### src/rtl/arm_mc_controller.sv
// Multicycle ARM control unit: Moore main FSM, ALU decoder, NZCV flags register
// and latched condition-pass bit that qualifies register, memory and PC writes.
module arm_mc_controller (
  input  logic       clk,
  input  logic       reset,
  input  logic [3:0] Cond,
  input  logic [1:0] Op,
  input  logic [5:0] Funct,
  input  logic [3:0] Rd,
  input  logic [3:0] ALUFlags,
  output logic       PCWrite,
  output logic       MemWrite,
  output logic       RegWrite,
  output logic       IRWrite,
  output logic       AdrSrc,
  output logic [1:0] ResultSrc,
  output logic [1:0] ALUSrcB,
  output logic [1:0] ALUControl,
  output logic       ALUSrcA,
  output logic [3:0] State
);

  typedef enum logic [3:0] {
    FETCH    = 4'd0,
    DECODE   = 4'd1,
    MEMADR   = 4'd2,
    MEMRD    = 4'd3,
    MEMWB    = 4'd4,
    MEMWR    = 4'd5,
    EXECUTER = 4'd6,
    EXECUTEI = 4'd7,
    ALUWB    = 4'd8,
    BRANCH   = 4'd9
  } state_e;

  // Kept as a plain vector so unused codes 10-15 remain representable.
  logic [3:0] state_r;
  logic [3:0] next_state_s;
  logic [3:0] flags_r;
  logic       cond_ex_r;
  logic       cond_ex_s;

  logic       next_pc_s;
  logic       branch_s;
  logic       reg_w_s;
  logic       mem_w_s;
  logic       ir_write_s;
  logic       adr_src_s;
  logic [1:0] result_src_s;
  logic       alu_src_a_s;
  logic [1:0] alu_src_b_s;
  logic       alu_op_s;
  logic [1:0] alu_control_s;
  logic [1:0] flag_w_s;

  // Flags are ordered {N, Z, C, V}; the never condition (1111) fails.
  function automatic logic cond_check(input logic [3:0] cond, input logic [3:0] flags);
    logic n, z, c, v;
    logic pass;
    {n, z, c, v} = flags;
    case (cond)
      4'b0000: pass = z;
      4'b0001: pass = ~z;
      4'b0010: pass = c;
      4'b0011: pass = ~c;
      4'b0100: pass = n;
      4'b0101: pass = ~n;
      4'b0110: pass = v;
      4'b0111: pass = ~v;
      4'b1000: pass = c & ~z;
      4'b1001: pass = ~c | z;
      4'b1010: pass = (n == v);
      4'b1011: pass = (n != v);
      4'b1100: pass = ~z & (n == v);
      4'b1101: pass = z | (n != v);
      4'b1110: pass = 1'b1;
      default: pass = 1'b0;
    endcase
    return pass;
  endfunction

  assign cond_ex_s = cond_check(Cond, flags_r);

  // State register
  always_ff @(posedge clk or negedge reset) begin
    if (!reset) begin
      state_r <= FETCH;
    end else begin
      state_r <= next_state_s;
    end
  end

  // Next-state logic
  always_comb begin
    next_state_s = FETCH;
    case (state_r)
      FETCH:  next_state_s = DECODE;
      DECODE: begin
        case (Op)
          2'b01:   next_state_s = MEMADR;
          2'b00:   next_state_s = Funct[5] ? EXECUTEI : EXECUTER;
          2'b10:   next_state_s = BRANCH;
          default: next_state_s = FETCH;
        endcase
      end
      MEMADR:   next_state_s = Funct[0] ? MEMRD : MEMWR;
      MEMRD:    next_state_s = MEMWB;
      EXECUTER: next_state_s = ALUWB;
      EXECUTEI: next_state_s = ALUWB;
      default:  next_state_s = FETCH;
    endcase
  end

  // Moore control decode per state
  always_comb begin
    next_pc_s    = 1'b0;
    branch_s     = 1'b0;
    reg_w_s      = 1'b0;
    mem_w_s      = 1'b0;
    ir_write_s   = 1'b0;
    adr_src_s    = 1'b0;
    result_src_s = 2'b00;
    alu_src_a_s  = 1'b0;
    alu_src_b_s  = 2'b00;
    alu_op_s     = 1'b0;
    case (state_r)
      FETCH: begin
        ir_write_s   = 1'b1;
        next_pc_s    = 1'b1;
        alu_src_a_s  = 1'b1;
        alu_src_b_s  = 2'b10;
        result_src_s = 2'b10;
      end
      DECODE: begin
        alu_src_a_s  = 1'b1;
        alu_src_b_s  = 2'b10;
        result_src_s = 2'b10;
      end
      MEMADR: alu_src_b_s = 2'b01;
      MEMRD:  adr_src_s = 1'b1;
      MEMWB: begin
        result_src_s = 2'b01;
        reg_w_s      = 1'b1;
      end
      MEMWR: begin
        adr_src_s = 1'b1;
        mem_w_s   = 1'b1;
      end
      EXECUTER: alu_op_s = 1'b1;
      EXECUTEI: begin
        alu_src_b_s = 2'b01;
        alu_op_s    = 1'b1;
      end
      ALUWB: reg_w_s = 1'b1;
      BRANCH: begin
        alu_src_b_s  = 2'b01;
        result_src_s = 2'b10;
        branch_s     = 1'b1;
      end
      default: begin
        next_pc_s = 1'b0;
      end
    endcase
  end

  // ALU decoder; only ADD/SUB may write C and V
  always_comb begin
    alu_control_s = 2'b00;
    flag_w_s      = 2'b00;
    if (alu_op_s) begin
      case (Funct[4:1])
        4'b0100: begin
          alu_control_s = 2'b00;
          flag_w_s      = {Funct[0], Funct[0]};
        end
        4'b0010: begin
          alu_control_s = 2'b01;
          flag_w_s      = {Funct[0], Funct[0]};
        end
        4'b0000: begin
          alu_control_s = 2'b10;
          flag_w_s      = {Funct[0], 1'b0};
        end
        4'b1100: begin
          alu_control_s = 2'b11;
          flag_w_s      = {Funct[0], 1'b0};
        end
        default: begin
          alu_control_s = 2'b00;
          flag_w_s      = 2'b00;
        end
      endcase
    end else begin
      alu_control_s = 2'b00;
      flag_w_s      = 2'b00;
    end
  end

  // Condition-pass latch, sampled as DECODE completes
  always_ff @(posedge clk or negedge reset) begin
    if (!reset) begin
      cond_ex_r <= 1'b0;
    end else if (state_r == DECODE) begin
      cond_ex_r <= cond_ex_s;
    end
  end

  // Flags register: NZ and CV halves update independently
  always_ff @(posedge clk or negedge reset) begin
    if (!reset) begin
      flags_r <= 4'b0000;
    end else begin
      if (flag_w_s[1] && cond_ex_r) begin
        flags_r[3:2] <= ALUFlags[3:2];
      end
      if (flag_w_s[0] && cond_ex_r) begin
        flags_r[1:0] <= ALUFlags[1:0];
      end
    end
  end

  // Write enables are gated by reset so an aborted instruction writes nothing.
  assign PCWrite    = reset & (next_pc_s | (branch_s & cond_ex_r) |
                               (reg_w_s & cond_ex_r & (Rd == 4'b1111)));
  assign MemWrite   = reset & mem_w_s & cond_ex_r;
  assign RegWrite   = reset & reg_w_s & cond_ex_r;
  assign IRWrite    = reset & ir_write_s;
  assign AdrSrc     = adr_src_s;
  assign ResultSrc  = result_src_s;
  assign ALUSrcB    = alu_src_b_s;
  assign ALUControl = alu_control_s;
  assign ALUSrcA    = alu_src_a_s;
  assign State      = state_r;

endmodule

### config.mk
export PLATFORM = sky130hd
export DESIGN_NAME = arm_mc_controller
export DESIGN_NICKNAME = d
export VERILOG_FILES = /design/src/rtl/arm_mc_controller.sv
export SDC_FILE = /design/constraint.sdc
export NUM_CORES = 1
export LEC_CHECK = 0
export ABC_AREA = 1
export CORE_AREA = 5 5 55 57
export DETAILED_ROUTE_END_ITERATION = 12
export DIE_AREA = 0 0 60 62
export PLACE_DENSITY = 0.67
export SETUP_SLACK_MARGIN = 0.1
export SYNTH_ARGS = -nofsm -noshare
export SYNTH_HDL_FRONTEND = slang
export SYNTH_SLANG_ARGS = --single-unit
### constraint.sdc
create_clock -name clk -period 1.9 [get_ports clk]
set_input_delay 0.57 -clock clk [delete_from_list [all_inputs] [get_ports clk]]
set_output_delay 0.57 -clock clk [all_outputs]
set_load 0.02 [all_outputs]
==> metrics.md, run 1 <==
| Metric | Value |
|---|---|
| Row count | `18` |
| Wire per inst | `12.10 µm` |
| Worst EP arrival | `about 1.5 ns` |
| Post-DP HPWL | `2256 µm` |
| Slowest cell on crit path | `clkdlybuf4s50_1` |
| Storage element area | `roughly 230 µm²` |
| Vias/cell | `4.754` |
| Max incr delay on CP | `~0.48 ns` |
| Commonest non-fill, non-tap cell in the layout | `nand2_1` |
| Outcome | `finished with violations` |
| Hold Buf Count CTS | `0` |
| DRC | `0` |
| Crit start category | `input pin` |
| Total power | `0.001952 W` |
| Fin nets | `approximately 230` |
| Syn Nets | `approximately 160` |
| Fillers | `241` |
| Number of max-cap violations | `0` |
| Dpl ws | `-0.7977 ns` |
| Crit Path Class | `in2out` |
| Min-Delay Path Class | `in2async` |
| GRT Resource Usage Total | `about 16%` |
| Area of the die | `between 3000 and 4000 µm²` |
| Total Wirelength | `2856 µm` |
| Post-route ant nets | `0` |
| Static leakage | `approximately 0.8 nW` |
| DR pass1 iterations | `4` |
| Ports | `38` |
| Die Wd | `approximately 60 µm` |
| Clk slew on worst S/H paths | `0.06 ns` |
| DRT iter0 DRCs | `29` |
| RSZ-0062 raised after global routing | `true` |
| Most frequent cells in the layout | `nand2_1, buf_4, inv_1` |
| Rel. slew slack | `between 80% and 90%` |
| Setup violations, final | `11` |
| Cell variety after synth | `21` |
| Crit path max-delay family | `buffers and inverters` |
| Clock Skew | `approximately 0.00097 ns` |
| Layout area overhead | `83.87%` |
| Pin count of the biggest net entering global routing | `10` |
| Violated checks | `negative setup slack` |
| Pwr Density | `between 1000 and 1500 nW/µm²` |
| Launching point of the worst reg2reg path | `State[2]` |
| Via count | `1,122` |
| Syn Area/Cell | `just under 6 µm²` |
| CTS tree | `yes` |
| Crit path cell chain | `clkdlybuf4s50_1 > nand3_2 > o31ai_4 > buf_6` |
| Slew @ Worst Pin | `a little under 0.3 ns` |
| H-tree depth | `1` |
| Num CTS Buffers | `3` |
| Fin crit period | `roughly 2.1 ns` |
| Vias in the first global route | `about 1,100` |
| Netlist Area Pre-Place | `822.0 µm²` |
| Maximum VDD drop | `1188 µV` |
| Tcrit/Tclk final | `110.0%` |
| Initial antenna violation count | `0` |
| Multi-input combinational cell area | `~580 µm²` |
| PortBufs | `37` |
| Max frequency | `approximately 480 MHz` |
| Max-slew violations | `0` |
| Final setup margin | `-0.1893 ns` |
| Post-synthesis sequential area ratio | `27.40%` |
| Share of cells above drive strength 1 | `a little under two fifths` |
| First-pass GRT wire length | `4567 µm` |
| Crit Path Max Fanout | `1` |
| Clock buffer depth | `2` |
| Crit path buffers/inverters | `2` |
| Hold Violations, Final | `0` |
| Ys Warns | `0` |
| Clock root cell | `clkbuf_4` |
| Reg-to-reg endpoint | `flags_r[2]` |
| R2R Setup Slk | `approximately 0.45 ns` |
| Congestion Overflow GR | `0` |
| Core area | `around 2400 µm²` |
| Worst Reg-to-Reg Cells | `11` |
| Sink Count | `9` |
| Gpl congestion | `approximately 0.86` |
| Initial Util | `33.80%` |
| FF+latch count, synth | `9` |
| Worst skew pair latency | `between 0.2 and 0.3 ns` |
| Synthesized instance count | `139` |
| Crit. End Element | `output pin` |
| Chip height | `between 60 and 70 µm` |
| Worst endpoint required time | `about 1.3 ns` |
| Number of diodes | `0` |
[flip-flops by register name, indices dropped and copies added (netlist names)]
register,flops
State,4
flags_r,4
cond_ex_r,1
[how the worst max path moves through the flow]
stage,slack (ns),start,end,depth (start not counted)
global route,-0.25,Rd[2],PCWrite,4
global placement,-0.75,reset,PCWrite,6
CTS,-0.15,State[3],PCWrite,6
detailed placement,-0.80,reset,PCWrite,6
floorplan,0.09,State[1],RegWrite,5
finish,-0.19,Rd[2],PCWrite,4
[final cells by class]
class / instances / area share [%]
timing repair buffer: 64 / 36.18
inverter: 25 / 6.209
sequential: 9 / 15.07
multi-input combinational: 104 / 38.33
clock buffer: 4 / 1.738
tap: 30 / 2.483
[metrics by stage]
step | hold WS, ns | instances | utilization (%) | cell area [µm²] | setup TNS (ns)
floorplan | 0.2744 | 139 | - | 843.3 | 0
global placement | 0.5413 | 229 | 58.64 | 1426 | -5.391
detailed placement | 0.5515 | 229 | 58.64 | 1426 | -5.660
CTS | 0.4568 | 234 | 60.85 | 1480 | -0.5606
global route | 0.4787 | 236 | 62.14 | 1511 | -1.659
finish | 0.4445 | 236 | 62.14 | 1511 | -0.8505
[Yosys cell counts, drive strengths merged]
cell type / number / area [µm²]
nand3: 16 / 80.08
o31ai: 3 / 27.52
o22ai: 2 / 18.77
dfrtp: 9 / 225.2
nor2: 24 / 107.6
buf: 1 / 5.000
o21ai: 5 / 25.02
nor3: 1 / 5.000
nand2: 45 / 176.4
o311ai: 2 / 25.03
inv: 25 / 93.84
a21oi: 5 / 25.02
a21boi: 1 / 7.510
[power breakdown]
group / switching (W) / leakage (nW) / internal, W / total, W
registers: 0.0000653 / 0.0973 / 0.000260 / 0.000325
logic: 0.000774 / 0.684 / 0.000701 / 0.00147
clock network: 0.0000711 / 0.0150 / 0.0000812 / 0.000152
[metal layers]
layer | track usage [%] | vias up | wire [µm]
met1 | 18.15 | 503 | 1124
met2 | 29.32 | 33 | 1523
met3 | 3.099 | 10 | 116
met5 | 0 | - | 0
met4 | 7.595 | 0 | 91
li1 | - | 576 | -
[cell families after synthesis]
group | Yosys count | share of synthesized area, %
AO/OA/AOI/OAI | 18 | 15.68
flip-flops | 9 | 27.40
buffers and inverters | 26 | 12.02
AND/OR/NAND/NOR | 86 | 44.90
[repair_timing]
| item | 4_1_cts | 5_1_grt |
|---|---|---|
| gates resized for setup | 99 | 8 |
| buffers inserted | 1 | 2 |
| endpoints found under the setup margin | 16 | 15 |
| pin swaps | 10 | 6 |
(Power assumes the default switching activity.)
==> inputs of run 2 (changes only) <==
--- a/config.mk
+++ b/config.mk
@@ -6,6 +6,7 @@
 export NUM_CORES = 1
 export LEC_CHECK = 0
 export ABC_AREA = 1
+export ABC_CLOCK_PERIOD_IN_PS = 1900
 export CORE_AREA = 5 5 55 57
 export DETAILED_ROUTE_END_ITERATION = 12
 export DIE_AREA = 0 0 60 62
==> results of run 2 <==
The final DEF is identical to that of run 1; final timing and power are the same.
